<file path="src/rtl/alu_cmd_ctrl.sv">
// Command FIFO and issue/capture/respond sequencer in front of a registered 36-bit ALU.
// One command is in flight at a time; responses carry the tag back in acceptance order.
module alu_cmd_ctrl #(
  parameter int unsigned DEPTH = 4,
  parameter int unsigned TAGW  = 4
) (
  input  logic            clk,
  input  logic            reset,
  input  logic            cmd_valid,
  output logic            cmd_ready,
  input  logic [1:0]      cmd_op,
  input  logic [35:0]     cmd_a,
  input  logic [35:0]     cmd_b,
  input  logic [TAGW-1:0] cmd_tag,
  output logic [1:0]      alu_op,
  output logic [35:0]     alu_a,
  output logic [35:0]     alu_b,
  input  logic [35:0]     alu_y,
  input  logic            alu_error,
  output logic            rsp_valid,
  input  logic            rsp_ready,
  output logic [35:0]     rsp_y,
  output logic            rsp_error,
  output logic [TAGW-1:0] rsp_tag,
  output logic            busy,
  output logic [7:0]      err_cnt
);

  localparam int unsigned DW = 36;
  localparam int unsigned AW = $clog2(DEPTH);
  localparam int unsigned CW = AW + 1;

  typedef struct packed {
    logic [1:0]      op;
    logic [DW-1:0]   a;
    logic [DW-1:0]   b;
    logic [TAGW-1:0] tag;
  } cmd_t;

  typedef enum logic [1:0] {
    S_IDLE  = 2'd0,
    S_ISSUE = 2'd1,
    S_CAPT  = 2'd2,
    S_RESP  = 2'd3
  } state_t;

  state_t          state_q, state_d;
  cmd_t            mem_q [DEPTH];
  logic [AW-1:0]   wr_ptr_q, rd_ptr_q;
  logic [CW-1:0]   count_q, count_d;
  logic [1:0]      alu_op_q, alu_op_d;
  logic [DW-1:0]   alu_a_q, alu_a_d;
  logic [DW-1:0]   alu_b_q, alu_b_d;
  logic [TAGW-1:0] tag_q, tag_d;
  logic [DW-1:0]   rsp_y_q, rsp_y_d;
  logic            rsp_err_q, rsp_err_d;
  logic [TAGW-1:0] rsp_tag_q, rsp_tag_d;
  logic [7:0]      err_cnt_q, err_cnt_d;
  logic            push, pop, fifo_empty;
  cmd_t            head, wr_data;

  assign fifo_empty = (count_q == '0);
  assign cmd_ready  = (count_q < CW'(DEPTH));
  assign push       = cmd_valid && cmd_ready;
  assign head       = mem_q[rd_ptr_q];
  assign wr_data    = '{op: cmd_op, a: cmd_a, b: cmd_b, tag: cmd_tag};

  // FIFO storage needs no reset: only entries below count_q are ever read
  always_ff @(posedge clk) begin
    if (push) begin
      mem_q[wr_ptr_q] <= wr_data;
    end
  end

  always_comb begin
    count_d = count_q;
    case ({push, pop})
      2'b10:   count_d = count_q + CW'(1);
      2'b01:   count_d = count_q - CW'(1);
      default: count_d = count_q;
    endcase
  end

  // Pointers are AW bits wide, so increment wraps modulo DEPTH
  always_ff @(posedge clk or negedge reset) begin
    if (!reset) begin
      wr_ptr_q <= '0;
      rd_ptr_q <= '0;
      count_q  <= '0;
    end else begin
      if (push) wr_ptr_q <= wr_ptr_q + AW'(1);
      if (pop)  rd_ptr_q <= rd_ptr_q + AW'(1);
      count_q <= count_d;
    end
  end

  // Next-state, pop decision and datapath next values
  always_comb begin
    state_d   = state_q;
    pop       = 1'b0;
    alu_op_d  = alu_op_q;
    alu_a_d   = alu_a_q;
    alu_b_d   = alu_b_q;
    tag_d     = tag_q;
    rsp_y_d   = rsp_y_q;
    rsp_err_d = rsp_err_q;
    rsp_tag_d = rsp_tag_q;
    err_cnt_d = err_cnt_q;
    case (state_q)
      S_IDLE: begin
        if (!fifo_empty) begin
          pop     = 1'b1;
          state_d = S_ISSUE;
        end
      end
      S_ISSUE: begin
        state_d = S_CAPT;
      end
      S_CAPT: begin
        state_d   = S_RESP;
        rsp_y_d   = alu_y;
        rsp_err_d = alu_error;
        rsp_tag_d = tag_q;
      end
      S_RESP: begin
        if (rsp_ready) begin
          if (rsp_err_q && (err_cnt_q != 8'hFF)) begin
            err_cnt_d = err_cnt_q + 8'd1;
          end
          if (!fifo_empty) begin
            pop     = 1'b1;
            state_d = S_ISSUE;
          end else begin
            state_d = S_IDLE;
          end
        end
      end
      default: begin
        state_d = S_IDLE;
      end
    endcase
    if (pop) begin
      alu_op_d = head.op;
      alu_a_d  = head.a;
      alu_b_d  = head.b;
      tag_d    = head.tag;
    end
  end

  always_ff @(posedge clk or negedge reset) begin
    if (!reset) begin
      state_q   <= S_IDLE;
      alu_op_q  <= '0;
      alu_a_q   <= '0;
      alu_b_q   <= '0;
      tag_q     <= '0;
      rsp_y_q   <= '0;
      rsp_err_q <= 1'b0;
      rsp_tag_q <= '0;
      err_cnt_q <= '0;
    end else begin
      state_q   <= state_d;
      alu_op_q  <= alu_op_d;
      alu_a_q   <= alu_a_d;
      alu_b_q   <= alu_b_d;
      tag_q     <= tag_d;
      rsp_y_q   <= rsp_y_d;
      rsp_err_q <= rsp_err_d;
      rsp_tag_q <= rsp_tag_d;
      err_cnt_q <= err_cnt_d;
    end
  end

  assign alu_op    = alu_op_q;
  assign alu_a     = alu_a_q;
  assign alu_b     = alu_b_q;
  assign rsp_valid = (state_q == S_RESP);
  assign rsp_y     = rsp_y_q;
  assign rsp_error = rsp_err_q;
  assign rsp_tag   = rsp_tag_q;
  assign err_cnt   = err_cnt_q;
  assign busy      = !fifo_empty || (state_q != S_IDLE);

endmodule

</file>
<file path="config.mk">
export PLATFORM = sky130hd
export DESIGN_NAME = alu_cmd_ctrl
export DESIGN_NICKNAME = d
export VERILOG_FILES = /design/src/rtl/alu_cmd_ctrl.sv
export SDC_FILE = /design/constraint.sdc
export NUM_CORES = 1
export LEC_CHECK = 0
export CORE_ASPECT_RATIO = 0.9
export CORE_MARGIN = 2
export CORE_UTILIZATION = 44
export DETAILED_ROUTE_END_ITERATION = 8
export PLACE_DENSITY_LB_ADDON = 0.3
export SETUP_SLACK_MARGIN = 0.5
export SLEW_MARGIN = 20
export SYNTH_ARGS = -nofsm -noshare
export SYNTH_HDL_FRONTEND = slang
export SYNTH_SLANG_ARGS = --single-unit
export TNS_END_PERCENT = 30
</file>
<file path="constraint.sdc">
create_clock -name clk -period 3.88 [get_ports clk]
set_input_delay 0.388 -clock clk [delete_from_list [all_inputs] [get_ports clk]]
set_output_delay 0.388 -clock clk [all_outputs]
set_load 0.05 [all_outputs]
</file>
**Word-level counts from Yosys, hierarchy flattened**

Memories as Yosys holds them, arrays and structs flattened. A register that Yosys moved wholly into a read port is not among the register bits.
Index checks and enable logic that the tools add are counted.

- Register bits: 58
- Output and inout port bits: 126
- Input bits: 119
- ROM bits: 0
- Memories: 1
- RAM bits: 312
- Word-level logic and storage cells: 44
- Latch bits: 0

Memories:

| name | words | bits a word | read ports | clocked after memory_dff | write ports | line | RTL |
|---|---|---|---|---|---|---|---|
| mem_q | 4 | 78 | 1 | 1 | 1 | 48 | `cmd_t mem_q [DEPTH];` |

- Muxes and demuxes: 10
- Shift-type cells: 0
- Eq/ne operators: 8
- $add $sub $neg: 5
- Div/mod/pow operators: 0
- Reductions and logical operators: 11
- Multiply operators: 0
- Magnitude comparators: 1
- Bitwise operators: 0

Operators with widths:

| cell | count |
|---|---|
| adder 8 x 1 -> 8 bit (second input constant) | 1 |
| inequality test 8 bit (second input constant) | 1 |
| one-hot mux 2 bit (4 select lines) | 1 |
| == test 2 bit (second input constant) | 3 |
| one-hot mux 3 bit (2 select lines) | 1 |
| 2-to-1 mux 1 bit | 5 |
| adder 2 x 1 -> 2 bit (second input constant) | 2 |
| == test 2 x 1 -> 1 bit (second input constant) | 2 |
| 2-to-1 mux 2 bit | 2 |
| nonzero test 2 bit | 2 |
| adder 3 x 1 -> 3 bit (second input constant) | 1 |
| logical NOT 3 bit | 1 |
| < comparator 3 bit (second input constant) | 1 |
| AND reduction 3 bit | 1 |
| subtractor 3 x 1 -> 3 bit (second input constant) | 1 |
| logical AND 1 bit | 2 |
| logical NOT 1 bit | 2 |
| logical NOT 2 bit | 1 |
| inequality test 2 x 1 -> 1 bit (second input constant) | 1 |
| inequality test 2 bit (second input constant) | 1 |
| one-hot mux 1 bit (2 select lines) | 1 |
| AND reduction 2 bit | 1 |
| logical OR 1 bit | 1 |

**Logic depth before layout (Yosys ltp)**

- Depth after elaboration: 6
- Gate-level depth with buffers: 11
- Gate-level depth less buffers: 10

**Least setup slack after synthesis**

No wires, ideal clock.

- Path type: register to register
- Start point: register count_q[2]
- End point: memory mem_q[0][0] (netlist name), enable pin
- Required time: 3.435 ns
- Cell stages (with the launch flop): 4
- Arrival: 2.581 ns
- Path buffers: 1
- Path slack: 0.854 ns
- Library setup time: 0.445 ns
- Clock period less this slack: 3.026 ns
- Path through: dfrtp_1 > nor2b_1 > clkbuf_1 > and2_1

- Cells in the longest elaborated chain, start to end: 4

Ends and longest elaborated chain:

| what | line | RTL |
|---|---|---|
| from (decl) | 50 | `logic [CW-1:0] count_q, count_d;` |
| from (signal assigned) | 93 | `count_q <= count_d;` |
| < comparator 3 bit | 63 | `assign cmd_ready = (count_q < CW'(DEPTH));` |
| logical AND 1 bit | 64 | `assign push = cmd_valid && cmd_ready;` |
| 2-to-1 mux 1 bit | 70 | `if (push) begin` |
| 2-to-1 mux 1 bit (not written as such) | 71 | `mem_q[wr_ptr_q] <= wr_data;` |
| to (decl) | 48 |  |

No other way between the ends.

**Worst setup path after layout**

- Start point: register state_q[0]
- End point: output port busy

- Cells in the longest elaborated chain, start to end: 2

Ends and longest elaborated chain:

| what | line | RTL |
|---|---|---|
| from (decl) | 47 | `state_t state_q, state_d;` |
| from (signal assigned) | 162 | `state_q <= state_d;` |
| nonzero test 2 bit | 182 | `assign busy = !fifo_empty \|\| (state_q != S_IDLE);` |
| logical OR 1 bit | 182 |  |
| to (decl) | 25 | `output logic busy,` |

No other way between the ends.

==> results.toml <==
[run_status]
status = "complete, no violations"

[logic_synthesis]
syn_inst = 755
synth_edf_count = 312
ys_ff_latch = 448
ys.flop_type = "edfxtp_1"
synth.avg_cell_area_um2 = 22.16
ys_types = 35
synth.cell_area_um2 = 16730
ys_async_sr_fraction_pct = 30.36
yosysSeqAreaShare_pct = 76.34
ys_warn_count = 0
synth_nets = 885

[detailed_routing]
vias_per_cell = 5.178
routed_wl_um = 32940
dr.pass1.iters = 6
num_vias = 8026
wl_per_cell_um = 21.25
drtAntennaViolNets = 0
dr.first_iter.drc_count = 484
drc = 0

[clocking]
cts_sinks = 448
clk_latency_ns = 0.55
cts_setup_buffers = 0
clockBufferDepth = 3
h-tree-depth = 2
cts_made_buffers = 46
cts_root_buffer = "clkbuf_16"
clk_pin_slew_worst_paths_ns = 0.06
cts_tree = "yes"

[timing]
period_share_pct = 73.74
finalHoldViolations = 0
finalCriticalPeriod_ns = 2.861
whs_ns = 0.3818
rsz0062_at_grt = "false"
drv_slew = 0
fmax_ghz = 0.3495
setup_tns_ns = 0
finClkSkew_ns = 0.02469
tightest_slew_ns = 0.9807
fin_ws_ns = 1.019
max-slew-margin-rel_pct = 34.62
setup_viol = 0

[global_routing]
grt_pass1_wl_um = 51120
antenna_found_initial = 4
grt_max_degree = 87
grt.total_usage_pct = 16.89
gr-total-overflow = 0
first_global_vias = 8530

[hold_path]
holdCritPathClass = "in2async"

[power]
p_int_mw = 12.09
p_sw_mw = 6.684
p_seq_share_pct = 37.6
p_sw_share_pct = 35.60
vdd_drop_max_v = 0.0005134
power_per_cell_area_nw_per_um2 = 884.5
pwr-share-clk_pct = 22.8
leakagePower_nw = 7.439
combinationalPowerShare_pct = 39.6

[worst_setup_path]
path_class = "reg2out"
crit_fanout = 4
startpoint_type = "register"
required_ns = 3.49
end_kind = "primary output"
worstPathArrival_ns = 2.47

[placement]
dp_cells = 1464
io_buffers = 244
gp_congestion = 0.7824
hpwl_um = 20630
pre_cts_ws_ns = 1.037

[die]
dieArea_um2 = 39600
die_y_um = 189.0
die_w_um = 209.6
io_pins = 245
start_util_pct = 44.75
core_area_um2 = 37390
num_rows = 67

[final_layout]
layout_commonest_cell = "edfxtp_1"
final_cell_mix = "edfxtp_1, clkdlybuf4s50_1, dfrtp_1"
diodes = 0
areaGrowthSynthToFinish_pct = 26.89
fillers = 2817
final_util_pct = 56.78
drive_above_1_share_pct = 27.27
nNetsFinal = 1160
stdcell_count = 1550

[job]
drv_cap = 0
[worst max-delay path, cell delays in order (launching register included)]
cell             delay, ns
dfrtp_1               0.41
inv_1                 0.13
ha_1                  0.17
or4b_4                0.49
clkdlybuf4s50_1       0.75
[layout make-up]
cell class	count	area, um2	share of cell area [%]
Sequential cell	448	12780	60.20
Clock inverter	17	166.4	0.7838
Inverter	12	45.04	0.2122
Multi-Input combinational cell	263	3670	17.29
Tap cell	483	604.3	2.847
Clock buffer	68	1306	6.153
Timing Repair Buffer	259	2659	12.52
[timing repair]
action	in CTS	in global routing
endpoints found under the hold margin	50	0
resized for setup	0	0
hold buffers	1	0
[cells in the mapped netlist (4+ instances only)]
cell	number	share of area [%]
mux2_2	117	7.9
xor2_1	4	0.21
nand4_1	4	0.15
and2_1	5	0.19
buf_6	17	1.1
xnor2_1	4	0.21
clkbuf_1	8	0.18
mux4_2	78	10
ha_1	10	0.75
mux2_4	5	0.45
buf_2	7	0.21
dfrtp_1	136	20
edfxtp_1	312	56
inv_1	12	0.27
[power groups by stage]
stage                     logic (mW)  clock network [mW]  registers [mW]
after floorplan                 3.21                   0            9.18
after global placement          7.47                   0            7.14
after detailed placement        7.53                   0            7.18
after CTS                       7.55                4.40            7.10
after global routing            7.85                4.60            7.22
final                           7.43                4.29            7.06
[through the flow]
step,total power [mW],area (um2)
4_1_cts,19.05,21230
3_5_place_dp,14.71,19750
3_3_place_gp,14.61,19750
6_report,18.78,21230
2_1_floorplan,12.39,16730
5_1_grt,19.67,21230
[flip-flops by register name, indices dropped and copies added (netlist names), 3 cells and up]
register	cells
tag_q	4
mem_q	312
alu_a	36
rsp_tag	4
count_q	3
rsp_y	36
err_cnt	8
alu_b	36
[path summary, 6_finish.rpt]
kind / start / endpoint / slack, ns / depth (start not counted)
worst max-delay path: state_q[0]$_DFFE_PN0P_ / busy / 1.02 / 4
worst min-delay path: reset / alu_a[35]$_DFFE_PN0P_ / 0.38 / 2
worst max register to register: count_q[2]$_DFFE_PN0P_ / mem_q[2][22]$_DFFE_PP_ / 1.56 / 3
worst min register to register: rsp_y[13]$_DFFE_PN0N_ / rsp_y[13]$_DFFE_PN0N_ / 0.50 / 1
max in group asynchronous: reset / alu_b[10]$_DFFE_PN0P_ / 2.62 / 3
min in group clk: alu_y[5] / rsp_y[5]$_DFFE_PN0N_ / 0.45 / 2
[routing by layer]
layer	routed length [um]	global-route usage [%]	part of all wire, %
met1	14740	23.64	45
met2	14960	26.00	45
met3	2622	5.374	8.0
met4	548	4.201	1.7
met5	60	0	0.18
[kinds of logic after synthesis]
family | Yosys count | share of synthesized area (%)
mux | 202 | 18.94
buf+inv | 44 | 1.802
xor+xnor | 8 | 0.4187
flops | 448 | 76.34
simple gates | 31 | 1.204
fa+ha+maj | 11 | 0.8675
compound gates | 11 | 0.4263
Power figures use the tool's default switching activity.
